===== src/rtl/pcpi_mul_arbiter.sv =====
// pcpi_mul_arbiter
//   Shares one PCPI multiplier between two PCPI requesters (ports 0 and 1).
//   A port requests when it presents a valid RV32M MUL-group instruction
//   (opcode 0110011, funct7 0000001, funct3[2]=0). Requests are granted
//   round-robin, operands are registered toward the multiplier, and the
//   result is returned to the granted port as a one-cycle ready/wr strobe.
//   A BUSY transaction ends on m_ready, on a TIMEOUT abort (err pulse) or
//   when the granted requester drops valid. Every transaction is followed
//   by two COOL cycles with m_valid low.
//
// Ports
//   clk, resetn                    clock, synchronous active-low reset
//   pN_valid/insn/rs1/rs2 (N=0,1)  requester N PCPI request
//   pN_wr/rd/wait/ready            requester N PCPI response
//   m_valid/insn/rs1/rs2           registered request to the multiplier
//   m_wr/rd/ready                  multiplier response
//   err                            one-cycle pulse on timeout abort
module pcpi_mul_arbiter #(
    parameter int TIMEOUT = 80
) (
    input  logic        clk,
    input  logic        resetn,
    input  logic        p0_valid,
    input  logic [31:0] p0_insn,
    input  logic [31:0] p0_rs1,
    input  logic [31:0] p0_rs2,
    output logic        p0_wr,
    output logic [31:0] p0_rd,
    output logic        p0_wait,
    output logic        p0_ready,
    input  logic        p1_valid,
    input  logic [31:0] p1_insn,
    input  logic [31:0] p1_rs1,
    input  logic [31:0] p1_rs2,
    output logic        p1_wr,
    output logic [31:0] p1_rd,
    output logic        p1_wait,
    output logic        p1_ready,
    output logic        m_valid,
    output logic [31:0] m_insn,
    output logic [31:0] m_rs1,
    output logic [31:0] m_rs2,
    input  logic        m_wr,
    input  logic        m_ready,
    input  logic [31:0] m_rd,
    output logic        err
);

    localparam int CW = $clog2(TIMEOUT + 1);

    typedef enum logic [1:0] {IDLE, BUSY, COOL} state_t;

    state_t          state;
    logic   [CW-1:0] cnt;
    logic            cool;
    logic            gnt;        // port owning the current transaction
    logic            last_gnt;   // port granted most recently
    logic   [1:0]    cand;       // port presents a MUL-group instruction
    logic   [1:0]    done;       // port finished, holding valid until it drops
    logic   [1:0]    pend;       // port still owed a response
    logic   [1:0]    rdy_q;
    logic   [1:0]    wr_q;
    logic   [31:0]   rd_q [2];
    logic            pick;
    logic            g_valid;

    function automatic logic is_mul(input logic [31:0] insn);
        return (insn[6:0] == 7'b0110011) && (insn[31:25] == 7'b0000001) && !insn[14];
    endfunction

    assign cand[0] = p0_valid && is_mul(p0_insn);
    assign cand[1] = p1_valid && is_mul(p1_insn);
    assign pend    = cand & ~done;

    // On a tie the port not granted last time wins; otherwise the lone requester.
    assign pick    = (&pend) ? ~last_gnt : pend[1];
    assign g_valid = gnt ? p1_valid : p0_valid;

    // wait is gated by resetn so it reads 0 for the whole reset window.
    assign p0_wait  = resetn && pend[0];
    assign p1_wait  = resetn && pend[1];
    assign p0_ready = rdy_q[0];
    assign p1_ready = rdy_q[1];
    assign p0_wr    = wr_q[0];
    assign p1_wr    = wr_q[1];
    assign p0_rd    = rd_q[0];
    assign p1_rd    = rd_q[1];

    always_ff @(posedge clk) begin
        if (!resetn) begin
            state    <= IDLE;
            cnt      <= '0;
            cool     <= 1'b0;
            gnt      <= 1'b0;
            last_gnt <= 1'b1;   // makes port 0 win the first tie
            done     <= 2'b00;
            rdy_q    <= 2'b00;
            wr_q     <= 2'b00;
            rd_q[0]  <= '0;
            rd_q[1]  <= '0;
            m_valid  <= 1'b0;
            m_insn   <= '0;
            m_rs1    <= '0;
            m_rs2    <= '0;
            err      <= 1'b0;
        end else begin
            rdy_q <= 2'b00;
            wr_q  <= 2'b00;
            err   <= 1'b0;
            // A finished port is not re-served until it has dropped valid.
            if (!p0_valid) done[0] <= 1'b0;
            if (!p1_valid) done[1] <= 1'b0;

            case (state)
                IDLE: begin
                    if (|pend) begin
                        gnt      <= pick;
                        last_gnt <= pick;
                        m_insn   <= pick ? p1_insn : p0_insn;
                        m_rs1    <= pick ? p1_rs1  : p0_rs1;
                        m_rs2    <= pick ? p1_rs2  : p0_rs2;
                        m_valid  <= 1'b1;
                        cnt      <= '0;
                        state    <= BUSY;
                    end
                end
                BUSY: begin
                    // Requester drop outranks m_ready: the result is discarded.
                    if (!g_valid) begin
                        m_valid <= 1'b0;
                        cool    <= 1'b0;
                        state   <= COOL;
                    end else if (m_ready) begin
                        rdy_q[gnt] <= 1'b1;
                        wr_q[gnt]  <= m_wr;
                        rd_q[gnt]  <= m_rd;
                        done[gnt]  <= 1'b1;
                        m_valid    <= 1'b0;
                        cool       <= 1'b0;
                        state      <= COOL;
                    end else if (cnt == CW'(TIMEOUT - 1)) begin
                        err       <= 1'b1;
                        done[gnt] <= 1'b1;
                        m_valid   <= 1'b0;
                        cool      <= 1'b0;
                        state     <= COOL;
                    end else begin
                        cnt <= cnt + 1'b1;
                    end
                end
                COOL: begin
                    if (cool) state <= IDLE;
                    cool <= 1'b1;
                end
                default: state <= IDLE;
            endcase
        end
    end

endmodule

===== config.mk =====
export PLATFORM = sky130hd
export DESIGN_NAME = pcpi_mul_arbiter
export DESIGN_NICKNAME = d
export VERILOG_FILES = /design/src/rtl/pcpi_mul_arbiter.sv
export SDC_FILE = /design/constraint.sdc
export NUM_CORES = 1
export LEC_CHECK = 0
export CAP_MARGIN = 20
export CORE_AREA = 5 5 150 152
export DETAILED_ROUTE_END_ITERATION = 12
export DIE_AREA = 0 0 155 157
export PLACE_DENSITY = 0.83
export SETUP_SLACK_MARGIN = 0.1
export SYNTH_ARGS = -nofsm -noshare
export SYNTH_HDL_FRONTEND = slang
export SYNTH_SLANG_ARGS = --single-unit

===== constraint.sdc =====
create_clock -name clk -period 10.3 [get_ports clk]
set_input_delay 1.03 -clock clk [delete_from_list [all_inputs] [get_ports clk]]
set_output_delay 1.03 -clock clk [all_outputs]
set_load 0.01 [all_outputs]

# Yosys cells after proc, flatten, opt, wreduce, memory -nomap -nowiden
# Memories as Yosys holds them, arrays and structs flattened.
# Cells that the tools add are included.
word_totals:
  regBits: 116
  latchBits: 0
  ram_bits: 64
  mem_bits_ro: 0
  in_bits: 230
  out_inout_bits: 168
  word_cells: 104
  mem_count: 1
mem_list:
  columns: ["memory", "words", "width", "read_ports", "rd_clocked_by_memory_dff", "write_ports", "line", "rtl"]
  rows:
  - ["rd_q", 2, 32, 2, 0, 2, "63", "logic [31:0] rd_q [2];"]
classes:
  addsub: 1
  multipliers: 0
  div: 0
  magnitude_cmp: 2
  n_eq_ne: 13
  shift: 0
  mux: 42
  bitwise_logic: 8
  reduce_logical: 24
ops:
  columns: ["operator", "n"]
  rows:
  - ["$mux 32", 4]
  - ["$reduce_or 32->1", 1]
  - ["$mux 7", 4]
  - ["$mux 1", 20]
  - ["$mux 2", 9]
  - ["$eq 7x1->1 const B", 2]
  - ["$eq 7x6->1 const B", 2]
  - ["$pmux 7 s2", 1]
  - ["$ne 2x2->1 const B", 5]
  - ["$logic_and 1x1->1", 9]
  - ["$add 7x1->7 const B", 1]
  - ["$eq 7x7->1 const B", 1]
  - ["$pmux 2 s3", 1]
  - ["$reduce_and 2->1", 3]
  - ["$reduce_and 3->1", 2]
  - ["$reduce_and 5->1", 1]
  - ["$and 2x2->2", 2]
  - ["$ne 4x4->1 const B", 1]
  - ["$not 1->1", 4]
  - ["$pmux 1 s2", 2]
  - ["$reduce_and 4->1", 1]
  - ["$reduce_bool 2->1", 2]
  - ["$reduce_or 4->1", 1]
  - ["$eq 2x1->1 const B", 1]
  - ["9 further kinds", 10]

# Logic depth before layout (Yosys ltp)
logic_depth:
  ltp_word: 9
  ltp_mapped: 8
  ltp_nobuf: 6

# Worst setup path before layout
# Ideal clock, no wire load.
synth_timing:
  path_kind: "in2reg"
  from: "input resetn"
  to: "memory rd_q[0][0], enable pin"
  setup_time_ns: 0.466
  arrival_time_ns: 3.463
  t_required_ns: 9.834
  slack_ns: 6.371
  path_stages: 2
  path_buffers: 0
  cell_sequence: "nand3_1 o21ai_0"
synth_lines:
  columns: ["element", "line", "rtl"]
  rows:
  - ["from (decl)", "22", "input logic resetn,"]
  - ["to (decl)", "63", null]

# Worst setup path after layout
layout_timing:
  from: "input p0_insn[25]"
  to: "output p0_wait"
layout_between:
  elab_chain_cells: 6
layout_lines:
  columns: ["element", "line", "rtl"]
  rows:
  - ["from (decl)", "24", "input logic [31:0] p0_insn,"]
  - ["$eq 7x1->1", "68", "return (insn[6:0] == 7'b0110011) && (insn[31:25] == 7'b0000001) && !insn[14];"]
  - ["$logic_and 1x1->1 (2 in a row)", "68", null]
  - ["$logic_and 1x1->1", "71", "assign cand[0] = p0_valid && is_mul(p0_insn);"]
  - ["$and 2x2->2", "73", "assign pend = cand & ~done;"]
  - ["$logic_and 1x1->1", "80", "assign p0_wait = resetn && pend[0];"]
  - ["to (decl)", "29", "output logic p0_wait,"]
# Every way passes these cells.

==> flow_summary.yaml <==
worst_setup_path:
  cp_top_family: "buffers and inverters"
  crit_buf_inv: 2
  slowest_stage: "clkdlybuf4s50_1"
  crit_type: "primary input to output pin"
  path_cells: "clkdlybuf4s50_1, nor4bb_1, nand4b_1, nor3_1, clkdlybuf4s50_1"
  worstSetupStartpointType: "primary input"
  cp_max_fo: 4
  required_ns: 9.27
  cp.depth: 5
  cp.arrival_ns: 3.09
  rr_worst_depth: 6
  crit_top_cell: "clkdlybuf4s50_1"
  max_stage_delay_ns: 0.61
  crit_path_end_kind: "output pin"
sta:
  fmax_mhz: 243
  skew_ns: 0.0121
  maxSlewHeadroom_pct: 28.0
  setup_viol_count_final: 0
  fin_crit_sh_pct: 40.0
  rsz0062_at_grt: "no"
  final_max_slew_viol_count: 0
  whs_ns: 0.477
  fin_setup_tns_ns: 0
  tightest_slew_ns: 1.08
  min_period_ns: 4.12
  hold_viol_final: 0
synth:
  ys_top_cells_by_area: "dfxtp_1 30%, edfxtp_1 25%, mux2i_1 11%"
  muxShareOfSynthArea_pct: 10.8
  syn-num-nets: 908
  yosys_warnings: 0
  netlist_area_um2: 7810
  ys_types: 56
  synth_common_cells: "116 x dfxtp_1, 86 x a21oi_1, 84 x mux2i_1"
  synth_most_common_cell: "dfxtp_1"
  ys_ff_latch: 180
  yosysSeqAreaShare_pct: 54.3
  yosys.area_share.simple_pct: 10.6
  synth_top_family_by_area: "compound AO/OA/AOI/OAI gates"
  yosys_most_used_dff: "dfxtp_1"
  synth_xor_area_share_pct: 0
  synth_largest_area_cell: "dfxtp_1"
  avgSynthCellArea_um2: 11.6
  synth_edf_count: 64
  synthArstFlopShare_pct: 0
  synth_cells: 674
  synth_compound_area_share_pct: 18.2
  synth.top_cell.area_share_pct: 29.7
  synth_fa_ha_area_share_pct: 0.640
power:
  cellInternalPower_mw: 1.17
  p_clk_share_pct: 41.7
  p_leak_nw: 4.86
  irDropWorstVdd_mv: 0.104
  pwr-share-seq_pct: 48.7
  comb_power_share_pct: 9.6
  netSwitchingFraction_pct: 23.6
  power_density_nw_per_um2: 122
  p_sw_mw: 0.361
placement:
  dp_hpwl_um: 19900
  port-buffer-count: 397
  place.gp.congestion: 0.818
die:
  coreArea_um2: 20900
  dieArea_um2: 24300
  fp.dieH_um: 157
  start_util_pct: 37.4
  die_x_um: 155
  rows: 53
  design.portCount: 398
cells_and_area:
  n_fill_cell: 1747
  drive_above_1_share_pct: 7.22
  nNetsFinal: 1273
  areaGrowthSynthToFinish_pct: 59.7
global_route:
  grt_pass1_vias: 6941
  grt.total_usage_pct: 20.7
  grt_max_degree: 91
  antenna_found_initial: 5
  grt_pass1_wl_um: 39500
  overflow: 0
routing:
  vias: 6839
  drt_pre_antenna_iters: 6
  wire_per_inst_um: 20.1
  drc: 0
  drt_iter0_drc: 358
  vias_per_cell: 5.13
  detail-route-antenna-nets: 0
  wl_um: 26800
outcome:
  outcome: "finished clean"
cts:
  clock_latency_ns: 0.43
  cts-buffers-inserted: 17
  cts.clk_slew.worst_paths_ns: 0.07
  hold_buffers: 0
  root_buffer: "clkbuf_16"
  htree_num_levels: 4
  post_cts_buffers: 0
  cts_buffer_depth: 2
  cts_resized: 0
  cts_tree: "yes"
  cts_sinks: 180
flow_run:
  maxCapViolations: 0
hold_path:
  hold_path_class: "register to register"
  hold_depth: 2
power groups by stage:
stage / clock network, mW / logic, mW / registers (mW)
after floorplan: 0 / 0.0243 / 0.767
after global placement: 0 / 0.145 / 0.761
after global routing: 0.683 / 0.154 / 0.746
after CTS: 0.653 / 0.147 / 0.745
final: 0.637 / 0.146 / 0.744
after detailed placement: 0 / 0.147 / 0.761
per-layer routing:
layer | vias up | track usage (%) | wire [µm]
li1 | 3254 | - | -
met1 | 3234 | 23.1 | 9720
met2 | 322 | 36.4 | 13900
met3 | 29 | 7.89 | 2670
met4 | 0 | 7.02 | 507
met5 | - | 0 | 0
worst min-delay path: stages, from the launching register on:
cell and delay, ns:
dfxtp_1 0.33, nand2_1 0.06, mux2i_1 0.05
per-stage QoR:
stage / area (µm²) / power (mW) / instances / util (%) / setup WS, ns
finish: 12500 / 1.53 / 1333 / 59.7 / 6.18
global route: 12500 / 1.58 / 1331 / 59.7 / 5.94
CTS: 12400 / 1.55 / 1325 / 59.5 / 6.17
detailed placement: 11800 / 0.908 / 1293 / 56.7 / 5.80
global placement: 11800 / 0.906 / 1293 / 56.7 / 5.83
floorplan: 7820 / 0.791 / 674 / - / 6.37
cells by family (layout without fill, tap and decap cells):
| group | count (synthesis) | in the layout |
|---|---|---|
| AO/OA/AOI/OAI | 199 | 199 |
| adder cells (fa/ha/maj) | 4 | 4 |
| flip-flops | 180 | 180 |
| buffers and inverters | 69 | 447 |
| multiplexers | 84 | 84 |
| AND/OR/NAND/NOR | 138 | 138 |
| other | 0 | 6 |
layout by cell type, fill, tap and decap left out, drive strengths merged, types with 15 or more instances in the layout:
| cell | instances |
|---|---|
| and2 | 68 |
| edfxtp | 64 |
| nand2 | 15 |
| a211oi | 83 |
| dfxtp | 116 |
| inv | 15 |
| mux2i | 84 |
| a21oi | 86 |
| clkdlybuf4s50 | 397 |
| clkbuf | 17 |
cell type report:
type,count,area (µm²),area share [%]
Clock buffer,17,425,3.41
Clock inverter,15,161,1.29
Antenna cell,6,15.0,0.120
Timing Repair Buffer,405,4050,32.4
Tap cell,275,344,2.76
Multi-Input combinational cell,425,3200,25.7
Sequential cell,180,4240,34.0
Inverter,10,38.8,0.311
sequential cells by signal (all words and copies together), names as in the netlist:
name	count
m_rs1	32
rd_q	64
done	2
err	1
m_valid	1
rdy_q	2
m_insn	32
cnt	7
wr_q	2
last_gnt	1
state	2
gnt	1
m_rs2	32
cool	1
path summary, 6_finish.rpt:
check / startpoint / to / slack [ns]
worst min register to register: state[1] / state[1] / 0.48
worst max register to register: done[0] / m_rs2[17] / 6.94
worst max-delay path: p0_insn[25] / p0_wait / 6.18
worst min-delay path: state[1] / state[1] / 0.48
Note: power is estimated with default switching activity, not from simulation.
